==> config.mk <==
export PLATFORM = sky130hd
export DESIGN_NAME = uart_rx_ovs
export DESIGN_NICKNAME = d
export VERILOG_FILES = /design/src/rtl/uart_pkg.sv /design/src/rtl/uart_baud_tick.sv /design/src/rtl/uart_rx_ovs.sv
export SDC_FILE = /design/constraint.sdc
export NUM_CORES = 1
export LEC_CHECK = 0
export CAP_MARGIN = 20
export CELL_PAD_IN_SITES_DETAIL_PLACEMENT = 0
export CELL_PAD_IN_SITES_GLOBAL_PLACEMENT = 2
export CORE_UTILIZATION = 38
export CTS_CLUSTER_DIAMETER = 80
export DETAILED_ROUTE_END_ITERATION = 7
export PLACE_DENSITY = 0.8
export SLEW_MARGIN = 20
export SYNTH_ARGS = -nofsm -noshare
export SYNTH_HDL_FRONTEND = slang
export SYNTH_SLANG_ARGS = --single-unit
export TNS_END_PERCENT = 20
==> constraint.sdc <==
create_clock -name clk -period 5.6 [get_ports clk]
set_clock_uncertainty 0.1 [all_clocks]
set_input_delay 1.68 -clock clk [delete_from_list [all_inputs] [get_ports clk]]
set_output_delay 1.68 -clock clk [all_outputs]
set_load 0.05 [all_outputs]
==> src/rtl/uart_pkg.sv <==
// Shared types and helpers for the oversampling UART receive path.
// States, parity modes and the baud divider computation.
package uart_pkg;

  typedef enum logic [2:0] {
    IDLE,
    START,
    DATA,
    PARITY,
    STOP1,
    STOP2,
    DONE,
    BRK_WAIT
  } rx_state_e;

  typedef enum logic [1:0] {
    PAR_NONE,
    PAR_EVEN,
    PAR_ODD
  } parity_e;

  // Clocks per oversample tick, never below one.
  function automatic int uart_div(
    input int clk_hz,
    input int baud,
    input int ovs
  );
    int d;
    d = clk_hz / (baud * ovs);
    return (d < 1) ? 1 : d;
  endfunction

endpackage

==> src/rtl/uart_baud_tick.sv <==
// Oversample tick divider with synchronous restart.
// Shared by the receive and transmit paths.
module uart_baud_tick #(
  parameter int DIV = 1
) (
  input  logic clk_i,
  input  logic rst_ni,
  input  logic restart_i,
  output logic tick_o
);

  localparam int CW = (DIV > 1) ? $clog2(DIV) : 1;

  logic [CW-1:0] cnt_q, cnt_d;

  assign tick_o = (cnt_q == CW'(DIV - 1));

  always_comb begin
    cnt_d = cnt_q + 1'b1;
    if (restart_i || tick_o) cnt_d = '0;
  end

  always_ff @(posedge clk_i) begin
    if (!rst_ni) cnt_q <= '0;
    else         cnt_q <= cnt_d;
  end

endmodule

==> src/rtl/uart_rx_ovs.sv <==
// Oversampling UART receiver with majority vote and output register.
// Optional break detection is built when UART_RX_BREAK_EN is defined.
module uart_rx_ovs
  import uart_pkg::*;
#(
  parameter int CLK_HZ     = 50_000_000,
  parameter int BAUD_RATE  = 9600,
  parameter int OVERSAMPLE = 16,
  parameter int DATA_BITS  = 8
) (
  input  logic                 clk,
  input  logic                 res,
  input  logic                 en,
  input  logic                 rx,
  input  logic [1:0]           parity_mode,
  input  logic                 two_stop,
  output logic [DATA_BITS-1:0] data,
  output logic                 valid,
  input  logic                 ready,
  output logic                 parity_err,
  output logic                 frame_err,
  output logic                 overrun
`ifdef UART_RX_BREAK_EN
  ,
  output logic                 break_det
`endif
);

  localparam int DIV = uart_div(CLK_HZ, BAUD_RATE, OVERSAMPLE);
  localparam int SW  = $clog2(OVERSAMPLE);
  localparam int BCW = 4;
  localparam logic [SW-1:0] S_LO  = SW'(OVERSAMPLE / 2 - 1);
  localparam logic [SW-1:0] S_MID = SW'(OVERSAMPLE / 2);
  localparam logic [SW-1:0] S_HI  = SW'(OVERSAMPLE / 2 + 1);
  localparam logic [SW-1:0] S_END = SW'(OVERSAMPLE - 1);

  rx_state_e            state_q, state_d;
  parity_e              par_q, par_d;
  logic                 two_q, two_d;
  logic                 s1_q, s2_q;
  logic [SW-1:0]        scnt_q, scnt_d;
  logic [1:0]           v_q, v_d;
  logic [BCW-1:0]       bcnt_q, bcnt_d;
  logic [DATA_BITS-1:0] sh_q, sh_d;
  logic                 perr_q, perr_d;
  logic                 ferr_q, ferr_d;
  logic [DATA_BITS-1:0] data_q, data_d;
  logic                 valid_q, valid_d;
  logic                 perr_o_q, perr_o_d;
  logic                 ferr_o_q, ferr_o_d;
  logic                 ovr_q, ovr_d;
  logic                 restart, tick, dec, maj, load;
`ifdef UART_RX_BREAK_EN
  logic                 zero_q, zero_d;
  logic                 brk;
`endif

  uart_baud_tick #(.DIV(DIV)) u_tick (
    .clk_i     (clk),
    .rst_ni    (res),
    .restart_i (restart),
    .tick_o    (tick)
  );

  assign dec = tick && (scnt_q == S_HI);
  assign maj = (v_q[0] & v_q[1]) | (v_q[0] & s2_q) | (v_q[1] & s2_q);

  always_comb begin
    state_d  = state_q;
    par_d    = par_q;
    two_d    = two_q;
    scnt_d   = scnt_q;
    v_d      = v_q;
    bcnt_d   = bcnt_q;
    sh_d     = sh_q;
    perr_d   = perr_q;
    ferr_d   = ferr_q;
    data_d   = data_q;
    valid_d  = valid_q;
    perr_o_d = perr_o_q;
    ferr_o_d = ferr_o_q;
    ovr_d    = ovr_q;
    restart  = 1'b0;
    load     = 1'b0;
`ifdef UART_RX_BREAK_EN
    zero_d   = zero_q;
    brk      = 1'b0;
`endif
    if (tick) begin
      scnt_d = (scnt_q == S_END) ? '0 : scnt_q + 1'b1;
      if (scnt_q == S_LO)  v_d[0] = s2_q;
      if (scnt_q == S_MID) v_d[1] = s2_q;
    end
    unique case (state_q)
      IDLE: begin
        if (!s2_q && en) begin
          state_d = START;
          restart = 1'b1;
          scnt_d  = '0;
          bcnt_d  = '0;
          perr_d  = 1'b0;
          ferr_d  = 1'b0;
          two_d   = two_stop;
          par_d   = (parity_mode == 2'd1) ? PAR_EVEN :
                    (parity_mode == 2'd2) ? PAR_ODD : PAR_NONE;
        end
      end
      START: if (dec) state_d = maj ? IDLE : DATA;
      DATA: begin
        if (dec) begin
          sh_d   = {maj, sh_q[DATA_BITS-1:1]};
          bcnt_d = bcnt_q + 1'b1;
          if (bcnt_q == BCW'(DATA_BITS - 1))
            state_d = (par_q == PAR_NONE) ? STOP1 : PARITY;
        end
      end
      PARITY: begin
        if (dec) begin
          perr_d  = (par_q == PAR_ODD) ? (^sh_q == maj)
                                       : (^sh_q != maj);
          state_d = STOP1;
        end
      end
      STOP1: begin
        if (dec) begin
          ferr_d  = ~maj;
          state_d = two_q ? STOP2 : DONE;
        end
      end
      STOP2: begin
        if (dec) begin
          ferr_d  = ferr_q | ~maj;
          state_d = DONE;
        end
      end
      DONE: begin
        state_d = IDLE;
`ifdef UART_RX_BREAK_EN
        if (zero_q) begin
          brk     = 1'b1;
          state_d = BRK_WAIT;
        end else begin
          load = 1'b1;
        end
`else
        load = 1'b1;
`endif
      end
      BRK_WAIT: if (s2_q) state_d = IDLE;
      default:  state_d = IDLE;
    endcase
`ifdef UART_RX_BREAK_EN
    // Tracks "every bit through stop1 was 0"; stop2 is not part of it.
    if (restart) zero_d = 1'b1;
    else if (dec && (state_q == DATA || state_q == PARITY ||
                     state_q == STOP1))
      zero_d = zero_q & ~maj;
`endif
    if (load && (!valid_q || ready)) begin
      data_d   = sh_q;
      perr_o_d = perr_q;
      ferr_o_d = ferr_q;
      valid_d  = 1'b1;
      ovr_d    = 1'b0;
    end else if (load) begin
      ovr_d = 1'b1;
    end else if (valid_q && ready) begin
      valid_d = 1'b0;
      ovr_d   = 1'b0;
    end
  end

  always_ff @(posedge clk) begin
    if (!res) begin
      state_q  <= IDLE;
      par_q    <= PAR_NONE;
      two_q    <= 1'b0;
      s1_q     <= 1'b1;
      s2_q     <= 1'b1;
      scnt_q   <= '0;
      v_q      <= '0;
      bcnt_q   <= '0;
      sh_q     <= '0;
      perr_q   <= 1'b0;
      ferr_q   <= 1'b0;
      data_q   <= '0;
      valid_q  <= 1'b0;
      perr_o_q <= 1'b0;
      ferr_o_q <= 1'b0;
      ovr_q    <= 1'b0;
`ifdef UART_RX_BREAK_EN
      zero_q   <= 1'b0;
`endif
    end else begin
      state_q  <= state_d;
      par_q    <= par_d;
      two_q    <= two_d;
      s1_q     <= rx;
      s2_q     <= s1_q;
      scnt_q   <= scnt_d;
      v_q      <= v_d;
      bcnt_q   <= bcnt_d;
      sh_q     <= sh_d;
      perr_q   <= perr_d;
      ferr_q   <= ferr_d;
      data_q   <= data_d;
      valid_q  <= valid_d;
      perr_o_q <= perr_o_d;
      ferr_o_q <= ferr_o_d;
      ovr_q    <= ovr_d;
`ifdef UART_RX_BREAK_EN
      zero_q   <= zero_d;
`endif
    end
  end

  assign data       = data_q;
  assign valid      = valid_q;
  assign parity_err = perr_o_q;
  assign frame_err  = ferr_o_q;
  assign overrun    = ovr_q;
`ifdef UART_RX_BREAK_EN
  assign break_det  = brk;
`endif

endmodule

After elaboration in Yosys (flattened, before gate mapping)

Index checks and enable logic that the tools add are counted.

Flip-flop bits (word level): 49
Logic and storage cells: 118
Output and inout port bits: 12
Input port bits: 8

Muxes and demuxes: 35
Add/sub/neg operators: 3
Bitwise operators: 8
Eq/ne operators: 27
Reduce and logical (&&, ||, !) cells: 27

Operator list:

| kind                                                            | count |
|---|---|
| 3-bit 2-to-1 mux                                                | 9 |
| 4-bit 2-to-1 mux                                                | 6 |
| 3-bit case mux with 8 select lines                              | 1 |
| 2-bit != test, second input constant                            | 8 |
| 3-bit == test, second input constant                            | 4 |
| 4-bit == test, second input constant                            | 3 |
| 1-bit 2-to-1 mux                                                | 12 |
| 2-bit AND reduction                                             | 5 |
| 9-bit by 1-bit adder with 9-bit output, second input constant   | 1 |
| 9-bit == test, second input constant                            | 1 |
| 4-bit by 1-bit adder with 4-bit output, second input constant   | 2 |
| 4-bit by 3-bit == test with 1-bit output, second input constant | 2 |
| 2-bit 2-to-1 mux                                                | 4 |
| 4-bit case mux with 2 select lines                              | 1 |
| 8-bit AND reduction                                             | 1 |
| 2-bit nonzero test                                              | 4 |
| 8-bit XOR reduction                                             | 1 |
| 3-bit by 2-bit == test with 1-bit output, second input constant | 2 |
| 3-bit AND reduction                                             | 2 |
| 2-bit == test, second input constant                            | 2 |
| 1-bit logical AND                                               | 4 |
| 4-bit AND reduction                                             | 1 |
| 2-bit OR reduction                                              | 2 |
| 1-bit AND                                                       | 3 |
| other kinds (14)                                                | 19 |

Longest topological paths before layout

Depth in word-level cells: 7
Depth in mapped cells: 8
Mapped depth without buffers: 7

By module

A second synthesis with hierarchy kept.

Cells, all modules: 245
Area, all modules: 2268.4 um^2

Modules (own cells, without submodules):

| module         | area an instance (um^2) | instances | cells an instance | sequential area each (um^2) |
|---|---|---|---|---|
| uart_rx_ovs    | 1849.3                  | 1         | 199               | 800.8 |
| uart_baud_tick | 419.2                   | 1         | 46                | 180.2 |

Worst setup path before layout

Ideal clock, no wire load.

Path type: input to register
Start point: input port en
End point: register state_q[0]
Slack: 2.673 ns
Data required time: 5.430 ns
Arrival time: 2.757 ns
Setup time: 0.070 ns
Stages: 5
Buffers on the path: 0
Cell sequence: nor3b_1 o21ba_2 o22a_1 or4_1 a21boi_1

Longest elaborated chain between the ends: 3

Ends and longest elaborated chain:

| item                                 | line               | text |
|---|---|---|
| start, declared                      | uart_rx_ovs.sv:13  | `input logic en,` |
| 1-bit logical AND                    | uart_rx_ovs.sv:96  | `if (!s2_q && en) begin` |
| 2-bit != test (no source line)       | --                 |  |
| 8-bit AND reduction (no source line) | --                 |  |
| end signal, assigned                 | uart_rx_ovs.sv:195 | `state_q <= state_d;` |
| end, declared                        | uart_rx_ovs.sv:37  | `rx_state_e state_q, state_d;` |

Every way passes these cells.
A chain may end at the register's enable or synchronous reset.

Final worst setup path

Start point: input port en
End point: register u_tick.cnt_q[8]

Longest elaborated chain between the ends: 5

Ends and longest elaborated chain:

| item                                | line                 | text |
|---|---|---|
| 1-bit logical AND                   | uart_rx_ovs.sv:96    |  |
| 1-bit 2-to-1 mux                    | uart_rx_ovs.sv:96    |  |
| 1-bit 2-to-1 mux                    | uart_rx_ovs.sv:94    | `unique case (state_q)` |
| 1-bit logical OR                    | uart_baud_tick.sv:20 | `if (restart_i \|\| tick_o) cnt_d = '0;` |
| 2-bit OR reduction (no source line) | --                   |  |
| end signal, assigned                | uart_baud_tick.sv:25 | `else cnt_q <= cnt_d;` |
| end, declared                       | uart_baud_tick.sv:14 | `logic [CW-1:0] cnt_q, cnt_d;` |

Every way passes these cells.

==> impl_metrics.toml <==
[sta]
tns_ps = 0
worst_slew_pin_slew_ps = 671
max_slew_margin_pct = 55.0
setup_viol = 0
fmaxAchievable_mhz = 300
fin_crit_sh_pct = 59.5
rsz0062_at_grt = "false"
layout_min_cycle_time_ps = 3330
slew_violations = 0
hold_viol = 0

[cts]
cts_buffers = 5
clock_latency_ps = 300
tritoncts = "yes"
cts_root_buf = "clkbuf_8"
holdBufCountCts = 0
cts-resized-gates = 0
h-tree-depth = 2
cts.sinks = 49
cts_setup_buffers = 0
cts.clk_slew.worst_paths_ps = 90
clockBufferDepth = 2

[setup_path]
cp-start-kind = "input pin"
critical_path_class = "input pin to flop"
cp.arrival_ps = 3430
cp_max_fo = 10
cp-end-kind = "flop"
required_ps = 5690

[yosys]
ys_ff_latch = 49
synth-main-ff-cell = "dfxtp_1"
async_reset_ff_share_pct = 0
syn_area_mm2 = 0.00228
ys_seq_area_share_pct = 43.0
synth_cell_types = 44
synth_warnings = 0
syn-instance-count = 252
synth_fp_nets = 266
avgSynthCellArea_um2 = 9.06
synth_edf_count = 0

[route]
drt_iter0_drc = 79
drt_first_pass_iters = 4
wl_per_cell_um = 13.0
drt-total-wl_um = 4420
drtAntennaViolNets = 0
vias = 1687
detail_route.vias_per_cell = 4.96
drc = 0

[floorplan]
start_util_pct = 40.5
boundaryPins = 20
die_w_um = 79.5
die_h_um = 79.5
num_rows = 27
die_area_mm2 = 0.00632
core-area_mm2 = 0.00564

[pwr]
p_leak_uw = 0.000927
ir_drop_uv = 148
pwr_density_cell_mw_per_mm2 = 244

[hold_path]
hp-class = "flop to flop"

[grt]
overflow = 0
antenna_found_initial = 0
grt_pass1_vias = 1645
grt_util_all_layers_pct = 15.6
grt_pass1_wl_um = 7660
grt_max_degree = 38

[layout]
antenna_cells = 0
layout.nets = 281
final-seq-area_um2 = 981
fill_cells = 539
area_delta_synth_final_pct = 15.7
multi_input_area_mm2 = 0.00122
utilization_pct = 46.8
drive_gt1_share_pct = 6.72

[run]
cap_violations = 0

[place]
hpwlAfterDp_um = 3030
place.gp.congestion = 0.696
port_buffers = 19

[outcome]
outcome = "finished, final reports clean"
## report_power, final
| group | internal [µW] | switching [µW] |
|---|---|---|
| Clock | 145 | 118 |
| Combinational | 12.9 | 12.4 |
| Sequential | 351 | 3.52 |
| Total | 510 | 134 |
## critical path, stage by stage
cell	delay, ps
clkdlybuf4s50_1	440
nor3b_1	340
nand2_1	320
nand2_1	310
or2_2	270
nor2_1	70
## per-layer routing
metal	GRT usage (%)	share of wire [%]	routed length (µm)	vias to the layer above
met1	20.6	52	2290	770
li1	-	-	-	893
met3	4.00	3.2	143	6
met2	24.3	43	1920	18
met5	0	0	0	-
met4	5.45	1.4	63	0
## flip-flops by register name, summed over array words and instances, names as in the netlist
register and flops:
par_q 2, v_q 2, perr_q 1, parity_err 1, sh_q 8, valid 1
bcnt_q 4, overrun 1, s1_q 1, s2_q 1, two_q 1, scnt_q 4
state_q 3, data 8, u_tick.cnt_q 9, ferr_q 1, frame_err 1
## through the flow
step,worst slack (ps),cell area (µm²),hold WS (ps),total power [µW],instances
final,2270,2640,313,644,340
after global routing,2080,2640,340,674,340
after CTS,2220,2640,316,656,340
after detailed placement,1900,2520,294,389,332
after global placement,1850,2520,292,389,332
after floorplan,2670,2280,286,379,252
## layout by cell type (no fill, tap or decap), types with 2 or more instances in the layout
cell type and instances:
and3_1 3, o21ai_0 4, o21a_1 3, a21boi_0 2, nor2b_1 16, a21oi_1 6
nand2_1 30, and4_1 2, ha_1 6, xor2_1 9, or2_2 2, nand3_1 12
dfxtp_1 49, and3b_1 2, nor3_1 4, inv_1 7, nor2_1 18, nor4_1 2
clkdlybuf4s50_1 19, nor3b_1 4, nand2b_1 4, nand4b_1 3, xnor2_1 9, a21boi_1 10
clkbuf_8 6, nand4_1 3, mux2i_1 12
## cell usage after synthesis (7+ instances only)
cell      number  area share, %
mux2i_1       12            5.3
xor2_1         9            3.5
nor2_1        18            3.0
a21boi_1      10            3.3
nand2_1       30            4.9
nand3_1       12            2.6
nor2b_1       17            4.7
dfxtp_1       49             43
xnor2_1        9            3.5
inv_1          7            1.2
## worst paths after layout
| path | cells after the start | endpoint | slack, ps | start |
|---|---|---|---|---|
| setup / recovery | 6 | u_tick.cnt_q[8]$_SDFF_PP0_ | 2270 | en |
| hold / removal | 1 | s2_q$_SDFF_PN1_ | 310 | s1_q$_SDFF_PN1_ |
| setup reg to reg | 5 | bcnt_q[0]$_SDFFE_PN0P_ | 3100 | u_tick.cnt_q[5]$_SDFF_PP0_ |
| hold reg to reg | 1 | s2_q$_SDFF_PN1_ | 310 | s1_q$_SDFF_PN1_ |
## cells by family (layout without fill, tap and decap cells)
kind of cell	after synthesis	in the layout	synth area share (%)
flip-flops	49	49	43.0
XOR/XNOR	18	18	6.91
AND/OR/NAND/NOR	111	111	25.9
multiplexers	13	13	5.76
AO/OA/AOI/OAI	35	35	11.2
adder cells (fa/ha/maj)	7	7	3.73
buffers and inverters	19	35	3.45
## area by class of cell
type                    instances  area share (%)
clock buffers                   6            3.13
inverters                       7           0.995
flip-flops and latches         49            37.2
repair buffers                 20            7.49
multi-input cells             184            46.4
well taps                      72            3.41
clock inverters                 2            1.42
(Power assumes the default switching activity.)
